**src/rtl/instr_encoder.sv**
```systemverilog
// instr_encoder: packs RV32 instruction fields into 32-bit words, queues them
// in a small FIFO and streams them to instruction memory at consecutive byte
// addresses, starting from a base address loaded by prog_start.
module instr_encoder #(
    parameter int N     = 32,
    parameter int DEPTH = 2
) (
    input  logic         clk,
    input  logic         rst,
    input  logic         in_valid,
    output logic         in_ready,
    input  logic [6:0]   opcode,
    input  logic [4:0]   rd,
    input  logic [4:0]   rs1,
    input  logic [4:0]   rs2,
    input  logic [2:0]   fn3,
    input  logic         fn7_5,
    input  logic         fn7_1,
    input  logic [11:0]  imm,
    input  logic [19:0]  imm_uj,
    input  logic         prog_start,
    input  logic [N-1:0] base_addr,
    output logic         mem_we,
    output logic [N-1:0] mem_addr,
    output logic [N-1:0] mem_wdata,
    input  logic         mem_ack,
    output logic         err_unsupported,
    output logic [15:0]  word_count
);

    localparam int AW = (DEPTH > 1) ? $clog2(DEPTH) : 1;
    localparam int CW = $clog2(DEPTH + 1);

    localparam logic [6:0] OP_R     = 7'b0110011;
    localparam logic [6:0] OP_I     = 7'b0010011;
    localparam logic [6:0] OP_LOAD  = 7'b0000011;
    localparam logic [6:0] OP_STORE = 7'b0100011;
    localparam logic [6:0] OP_B     = 7'b1100011;
    localparam logic [6:0] OP_J     = 7'b1101111;
    localparam logic [6:0] OP_U     = 7'b0110111;

    typedef enum logic {
        IDLE  = 1'b0,
        WRITE = 1'b1
    } state_t;

    state_t         state_q, state_d;
    logic [N-1:0]   fifo_q [DEPTH];
    logic [AW-1:0]  wr_ptr_q, wr_ptr_d;
    logic [AW-1:0]  rd_ptr_q, rd_ptr_d;
    logic [CW-1:0]  count_q, count_d;
    logic [N-1:0]   addr_q, addr_d;
    logic [15:0]    wcnt_q, wcnt_d;
    logic           err_q, err_d;

    logic [31:0]    enc;
    logic           supported;
    logic           full;
    logic           push;
    logic           enq;
    logic           pop;

    // Circular pointer advance that also works for non-power-of-two depths.
    function automatic logic [AW-1:0] next_ptr(input logic [AW-1:0] p);
        if (p == AW'(DEPTH - 1)) begin
            return '0;
        end
        return p + AW'(1);
    endfunction

    // Field packing per instruction format; unknown opcodes are flagged.
    always_comb begin
        enc       = 32'b0;
        supported = 1'b1;
        case (opcode)
            OP_R:          enc = {1'b0, fn7_5, 4'b0, fn7_1, rs2, rs1, fn3, rd, opcode};
            OP_I, OP_LOAD: enc = {imm, rs1, fn3, rd, opcode};
            OP_STORE:      enc = {imm[11:5], rs2, rs1, fn3, imm[4:0], opcode};
            OP_B:          enc = {imm[11], imm[9:4], rs2, rs1, fn3, imm[3:0], imm[10], opcode};
            OP_J:          enc = {imm_uj[19], imm_uj[9:0], imm_uj[10], imm_uj[18:11], rd, opcode};
            OP_U:          enc = {imm_uj, rd, opcode};
            default:       supported = 1'b0;
        endcase
    end

    // in_ready depends only on occupancy and reset, never on mem_ack, so the
    // memory side cannot form a combinational loop back to the producer.
    assign full     = (count_q == CW'(DEPTH));
    assign in_ready = !full && !rst;

    // prog_start overrides both a concurrent push and a concurrent ack.
    assign push = in_valid && in_ready && !prog_start;
    assign enq  = push && supported;
    assign pop  = (state_q == WRITE) && mem_ack && !prog_start;

    // Next-state for FIFO bookkeeping, address/count and the write FSM.
    always_comb begin
        state_d  = state_q;
        wr_ptr_d = wr_ptr_q;
        rd_ptr_d = rd_ptr_q;
        count_d  = count_q;
        addr_d   = addr_q;
        wcnt_d   = wcnt_q;
        err_d    = push && !supported;
        if (prog_start) begin
            state_d  = IDLE;
            wr_ptr_d = '0;
            rd_ptr_d = '0;
            count_d  = '0;
            addr_d   = base_addr;
            wcnt_d   = 16'd0;
            err_d    = 1'b0;
        end else begin
            if (enq) begin
                wr_ptr_d = next_ptr(wr_ptr_q);
            end
            if (pop) begin
                rd_ptr_d = next_ptr(rd_ptr_q);
                addr_d   = addr_q + N'(4);
                wcnt_d   = wcnt_q + 16'd1;
            end
            case ({enq, pop})
                2'b10:   count_d = count_q + CW'(1);
                2'b01:   count_d = count_q - CW'(1);
                default: count_d = count_q;
            endcase
            case (state_q)
                IDLE: begin
                    if (count_q != '0) begin
                        state_d = WRITE;
                    end
                end
                WRITE: begin
                    if (count_d == '0) begin
                        state_d = IDLE;
                    end
                end
                default: state_d = IDLE;
            endcase
        end
    end

    // Control and address state, cleared asynchronously by rst.
    always_ff @(posedge clk or posedge rst) begin
        if (rst) begin
            state_q  <= IDLE;
            wr_ptr_q <= '0;
            rd_ptr_q <= '0;
            count_q  <= '0;
            addr_q   <= '0;
            wcnt_q   <= 16'd0;
            err_q    <= 1'b0;
        end else begin
            state_q  <= state_d;
            wr_ptr_q <= wr_ptr_d;
            rd_ptr_q <= rd_ptr_d;
            count_q  <= count_d;
            addr_q   <= addr_d;
            wcnt_q   <= wcnt_d;
            err_q    <= err_d;
        end
    end

    // FIFO storage; contents need no reset because occupancy gates every read.
    always_ff @(posedge clk) begin
        if (enq) begin
            fifo_q[wr_ptr_q] <= N'(enc);
        end
    end

    assign mem_we          = (state_q == WRITE);
    assign mem_addr        = addr_q;
    assign mem_wdata       = mem_we ? fifo_q[rd_ptr_q] : '0;
    assign word_count      = wcnt_q;
    assign err_unsupported = err_q;

endmodule

```
**config.mk**
```make
export PLATFORM = sky130hd
export DESIGN_NAME = instr_encoder
export DESIGN_NICKNAME = d
export VERILOG_FILES = /design/src/rtl/instr_encoder.sv
export SDC_FILE = /design/constraint.sdc
export NUM_CORES = 1
export LEC_CHECK = 0
export CAP_MARGIN = 20
export CORE_MARGIN = 8
export CORE_UTILIZATION = 54
export CTS_BUF_LIST = sky130_fd_sc_hd__clkbuf_4 sky130_fd_sc_hd__clkbuf_8
export DETAILED_ROUTE_END_ITERATION = 6
export DONT_BUFFER_PORTS = 1
export PLACE_DENSITY = 0.69
export SKIP_LAST_GASP = 1
export SLEW_MARGIN = 20
export SYNTH_ARGS = -nofsm -noshare
export SYNTH_HDL_FRONTEND = slang
export SYNTH_SLANG_ARGS = --single-unit
```
**constraint.sdc**
```tcl
create_clock -name clk -period 3.78 [get_ports clk]
set_input_delay 0.945 -clock clk [delete_from_list [all_inputs] [get_ports clk]]
set_output_delay 0.945 -clock clk [all_outputs]
set_load 0.03 [all_outputs]
```
==> impl_metrics.yaml, run 1 <==
setup_path:
  critPathMaxStageDelay_ns: 0.93
  cp.arrival_ns: 2.24
  path_max_fanout: 29
  crit_chain: "buf_4 > mux2i_1 > nor2b_1"
  startpoint_type: "flip-flop"
  worstPathRequired_ns: 2.83
  critPathTopFamily: "flip-flops"
  cp_num_buf_inv: 1
  endpoint_kind: "output port"
  cp_slowest_cell: "dfrtp_2"
  crit_type: "reg -> out"
finish:
  num-fill-cells: 933
  nets: 665
  seq_area_um2: 3270
  drive_gt1_share_pct: 8.98
  syn_to_final_growth_pct: 9.47
  mostFrequentLayoutCell: "edfxtp_1"
  layout_common_cells: "edfxtp_1 (64), dfrtp_1 (53), nand2_1 (50), mux2i_1 (41), nor2_1 (38)"
  num_antenna_cells: 0
  final_cells: 722
  multi_input_area_um2: 2680
synthesis:
  synth_seq_area_share_pct: 53.5
  synth.distinct_cells: 48
  synth_top_area_share_pct: 31.4
  yosysTopAreaCell: "edfxtp_1"
  syn_inst: 570
  synth_edf_count: 64
  async_flop_share_pct: 45.8
  syn_nets: 669
  syn_avg_cell_area_um2: 10.7
  synth_ff_type: "edfxtp_1"
  ys_ff_latch: 118
  synthTopCellsByArea: "edfxtp_1 (31%), dfrtp_1 (22%), mux2i_1 (6.7%)"
  synth_warnings: 0
  syn_area_um2: 6120
cts:
  clock_latency_ns: 0.44
  cts_tree: "built"
  clk_path_buf_depth: 2
  clkTransAtPathRegs_ns: 0.07
  cts_resized: 0
  clock-root-buffer: "clkbuf_8"
  postCtsSetupBuffers: 0
  htree_levels: 4
  cts_inserted_buffers: 17
  hold_buffers: 0
  cts_sinks: 118
drt:
  routedWlPerCell_um: 21.3
  drtPass1Iterations: 5
  ant_nets: 0
  via_per_inst: 6.29
  drt-total-wl_mm: 15.4
  drt_iter0_markers: 315
  num_vias: 4543
  drc: 0
global_routing:
  grt_pass1_vias: 4540
  antenna_found_initial: 0
  overflow: 0
  grt.total_usage_pct: 20.5
  grt_pass1_wl_mm: 23.6
  grt_max_degree: 59
floorplanning:
  die_w_um: 122
  start_util_pct: 54.5
  fp-row-count: 39
  dieHeight_um: 122
  die_area_um2: 15000
  pin_count: 179
  core_um2: 11200
place:
  port_buffers: 0
  place_ws_ns: 0.713
  dp.cells: 690
  dpl.hpwl_mm: 11.2
  gp_congestion: 0.809
power_and_ir_drop:
  peakVddDrop_uv: 277
  p_per_area_nw_per_um2: 436
  p_leak_nw: 2.38
outcome:
  outcome: "completed"
sta:
  period_minus_slack_ns: 3.18
  setup_ws_ns: 0.599
  max_freq_ghz: 0.314
  timing.setup.tns_ns: 0
  skew_ns: 0.00896
  worstMarginPinSlew_ns: 0.930
  rsz0062_at_grt: "false"
  max_slew_margin_pct: 36.4
  hold_viol_final: 0
  min_period_over_period_pct: 84.2
  finalSetupViolCount: 0
  slew_violations: 0
min_path:
  hold_path_class: "in -> async"
run:
  drv_cap: 0
## report_power, final
| group | switching, mW | total (mW) | internal [mW] |
|---|---|---|---|
| Combinational | 0.0757 | 0.129 | 0.0530 |
| Sequential | 0.115 | 1.50 | 1.38 |
| Clock | 0.511 | 1.30 | 0.786 |
## cells by family (layout without fill, tap and decap cells)
kind of cell    count (synthesis)  in the layout  synth area share [%]
simple gates                  226            226                  19.8
flops                         118            118                  53.5
compound gates                108            108                  12.2
mux                            46             46                  7.63
buf+inv                        45             54                  2.84
xor+xnor                       24             24                  3.43
fa+ha+maj                       3              3                 0.613
## synth_stat cells, types with 8 or more instances
cell type and count:
dfrtp_1 54, a221o_1 9, inv_1 11, nor2_1 39
clkbuf_1 26, a31oi_1 15, xnor2_1 10, xor2_1 14
o21ai_0 24, nand2_1 50, edfxtp_1 64, or4_1 18
nand3_1 25, nor2b_1 37, a21oi_1 12, nor3_1 8
nand4_1 14, mux2i_1 41, a22oi_1 10, o31ai_1 12
## state kept, by name, summed over array words and instances, names as in the netlist
name,count
mem_we,1
wr_ptr_q,1
err_unsupported,1
count_q,2
rd_ptr_q,1
word_count,16
mem_addr,32
fifo_q,64
## per-layer routing
metal  up-vias  global-route usage [%]  part of all wire [%]  routed length, um
li1       2124                       -                     -                  -
met1      2172                    21.9                    38               5870
met2       211                    33.3                    47               7210
met3        36                    10.2                    12               1860
met4         0                    9.90                   2.8                424
met5         -                       0                     0                  0
## metrics by stage
step	utilization [%]	hold slack [ns]	power [mW]	instance area (um^2)
floorplan	-	0.460	1.62	6120
global placement	55.7	0.504	1.65	6250
detailed placement	55.7	0.513	1.65	6250
CTS	59.7	0.524	2.95	6700
global route	59.7	0.538	3.03	6700
finish	59.7	0.510	2.92	6700
## layout make-up
type / instances / share of cell area, %
Clock inverter: 14 / 3.10
Inverter: 12 / 0.691
Timing Repair Buffer: 10 / 1.12
Multi-Input combinational cell: 407 / 39.9
Tap cell: 143 / 2.67
Clock buffer: 18 / 3.60
Sequential cell: 118 / 48.9
## final timing paths
check | cells past startpoint | slack, ns | start | end
max in group asynchronous | 2 | 2.64 | rst | mem_addr[14]
min reg2reg | 1 | 0.53 | wr_ptr_q | wr_ptr_q
max | 3 | 0.60 | rd_ptr_q | mem_wdata[8]
min | 1 | 0.51 | rst | mem_addr[9]
min in group clk | 1 | 0.53 | wr_ptr_q | wr_ptr_q
max reg2reg | 8 | 0.98 | count_q[0] | count_q[1]
(Power assumes the default switching activity.)
==> run 2: changes to the inputs <==
- PLACE_DENSITY: 0.69 -> 0.72
- clock period: 3.78 -> 2.65 ns (I/O delays scaled with it)
==> run 2 against run 1 <==
  * Setup slack worse by 0.48 ns
  * Sequential cell count unchanged
  * First-iteration DRC count is 34% higher
  * Clock skew grew 0.0013 ns
  * Routed wire length is 4.4% higher
  * Worst hold slack got worse by 0.40 ns
  * Non-clock buffer count up 57
  * Sequential power up 38%
  * Critical endpoint is now mem_wdata[21]
  * Largest cell class unchanged
  * Largest power group unchanged
==> impl_metrics.yaml, run 2 (synthesized netlist as in run 1, its figures left out) <==
place:
  gp_congestion: 0.862
  port_buffers: 0
  dpl.hpwl_mm: 11.7
cts:
  clkTransAtPathRegs_ns: 0.07
  cts_resized: 0
  clock-root-buffer: "clkbuf_8"
  clock_latency_ns: 0.42
  clk_path_buf_depth: 2
  cts_inserted_buffers: 17
  htree_levels: 4
  cts_sinks: 118
  hold_buffers: 0
  cts_tree: "built"
  postCtsSetupBuffers: 0
sta:
  period_minus_slack_ns: 2.53
  worstMarginPinSlew_ns: 0.595
  slew_violations: 0
  timing.setup.tns_ns: 0
  rsz0062_at_grt: "false"
  max_slew_margin_pct: 59.3
  max_freq_ghz: 0.395
  hold_viol_final: 0
  min_period_over_period_pct: 95.6
  finalSetupViolCount: 0
  skew_ns: 0.0103
setup_path:
  crit_type: "reg -> out"
  worstPathRequired_ns: 1.99
  rr_worst_depth: 8
  path_max_fanout: 15
  cp.arrival_ns: 1.87
  startpoint_type: "flip-flop"
  endpoint_kind: "output port"
power_and_ir_drop:
  p_per_area_nw_per_um2: 544
  power_mw: 3.85
  p_leak_nw: 2.64
  peakVddDrop_uv: 308
drt:
  ant_nets: 0
  drtPass1Iterations: 5
  via_per_inst: 6.26
  routedWlPerCell_um: 20.6
  num_vias: 4879
  drt-total-wl_mm: 16.0
  drt_iter0_markers: 423
  drc: 0
global_routing:
  grt_pass1_vias: 4903
  grt_max_degree: 59
  overflow: 0
  antenna_found_initial: 0
  grt_pass1_wl_mm: 24.9
  grt.total_usage_pct: 21.0
finish:
  nets: 722
  largest_register_ffs: 64
  drive_gt1_share_pct: 17.3
  num_antenna_cells: 0
  top_register: "fifo_q"
  layout_common_cells: "edfxtp_1 (64), buf_4 (64), dfrtp_1 (53), nand2_1 (50), mux2i_1 (41)"
  syn_to_final_growth_pct: 15.7
floorplanning:
  die_w_um: 122
  pin_count: 179
  core_um2: 11200
  fp-row-count: 39
  dieHeight_um: 122
  die_area_um2: 15000
  start_util_pct: 54.5
min_path:
  hold_path_class: "in -> async"
run:
  drv_cap: 0
outcome:
  outcome: "completed"
run 2: per-stage QoR:
step	area, um^2	util, %	hold WS, ns	instances	setup slack (ns)
finish	7080	63.1	0.112	779	0.116
global route	7080	63.1	0.111	779	0.0443
CTS	7080	63.1	0.0969	779	0.0909
detailed placement	6720	59.9	0.566	747	0.168
global placement	6720	59.9	0.540	747	0.133
floorplan	6130	-	0.514	570	0.0659
run 2: where the power goes:
part / leakage [nW] / internal, mW / switching [mW]
Clock: 0.174 / 0.753 / 0.732
Combinational: 1.32 / 0.108 / 0.183
Sequential: 1.15 / 1.97 / 0.101
Total: 2.64 / 2.83 / 1.02
run 2: worst max-delay path, cell delays in order, from the launching register on:
cell and delay, ns:
dfrtp_2 0.68, buf_12 0.23, mux2i_1 0.30, nor2b_1 0.08
buf_4 0.17
run 2: worst paths after layout:
| check | from | to | slack [ns] |
|---|---|---|---|
| max in group asynchronous | rst | word_count[1] | 1.89 |
| worst max register to register | count_q[0] | mem_we | 0.22 |
| worst max-delay path | rd_ptr_q | mem_wdata[21] | 0.12 |
| min in group clk | prog_start | rd_ptr_q | 0.32 |
| worst min register to register | wr_ptr_q | wr_ptr_q | 0.57 |
| worst min-delay path | rst | mem_addr[19] | 0.11 |
run 2: metal layers:
| metal | track usage, % | vias up | share of wire [%] |
|---|---|---|---|
| li1 | - | 2233 | - |
| met1 | 23.6 | 2373 | 38 |
| met2 | 35.4 | 245 | 49 |
| met3 | 8.97 | 28 | 12 |
| met4 | 6.93 | 0 | 1.6 |
| met5 | 0 | - | 0 |
run 2: final cells by class:
cell class | count | area (um^2)
clock buffers | 19 | 249
clock inverters | 13 | 109
repair buffers | 67 | 541
inverters | 12 | 45.0
well taps | 143 | 179
fillers | 898 | 4150
multi-input cells | 407 | 2680
flip-flops and latches | 118 | 3270
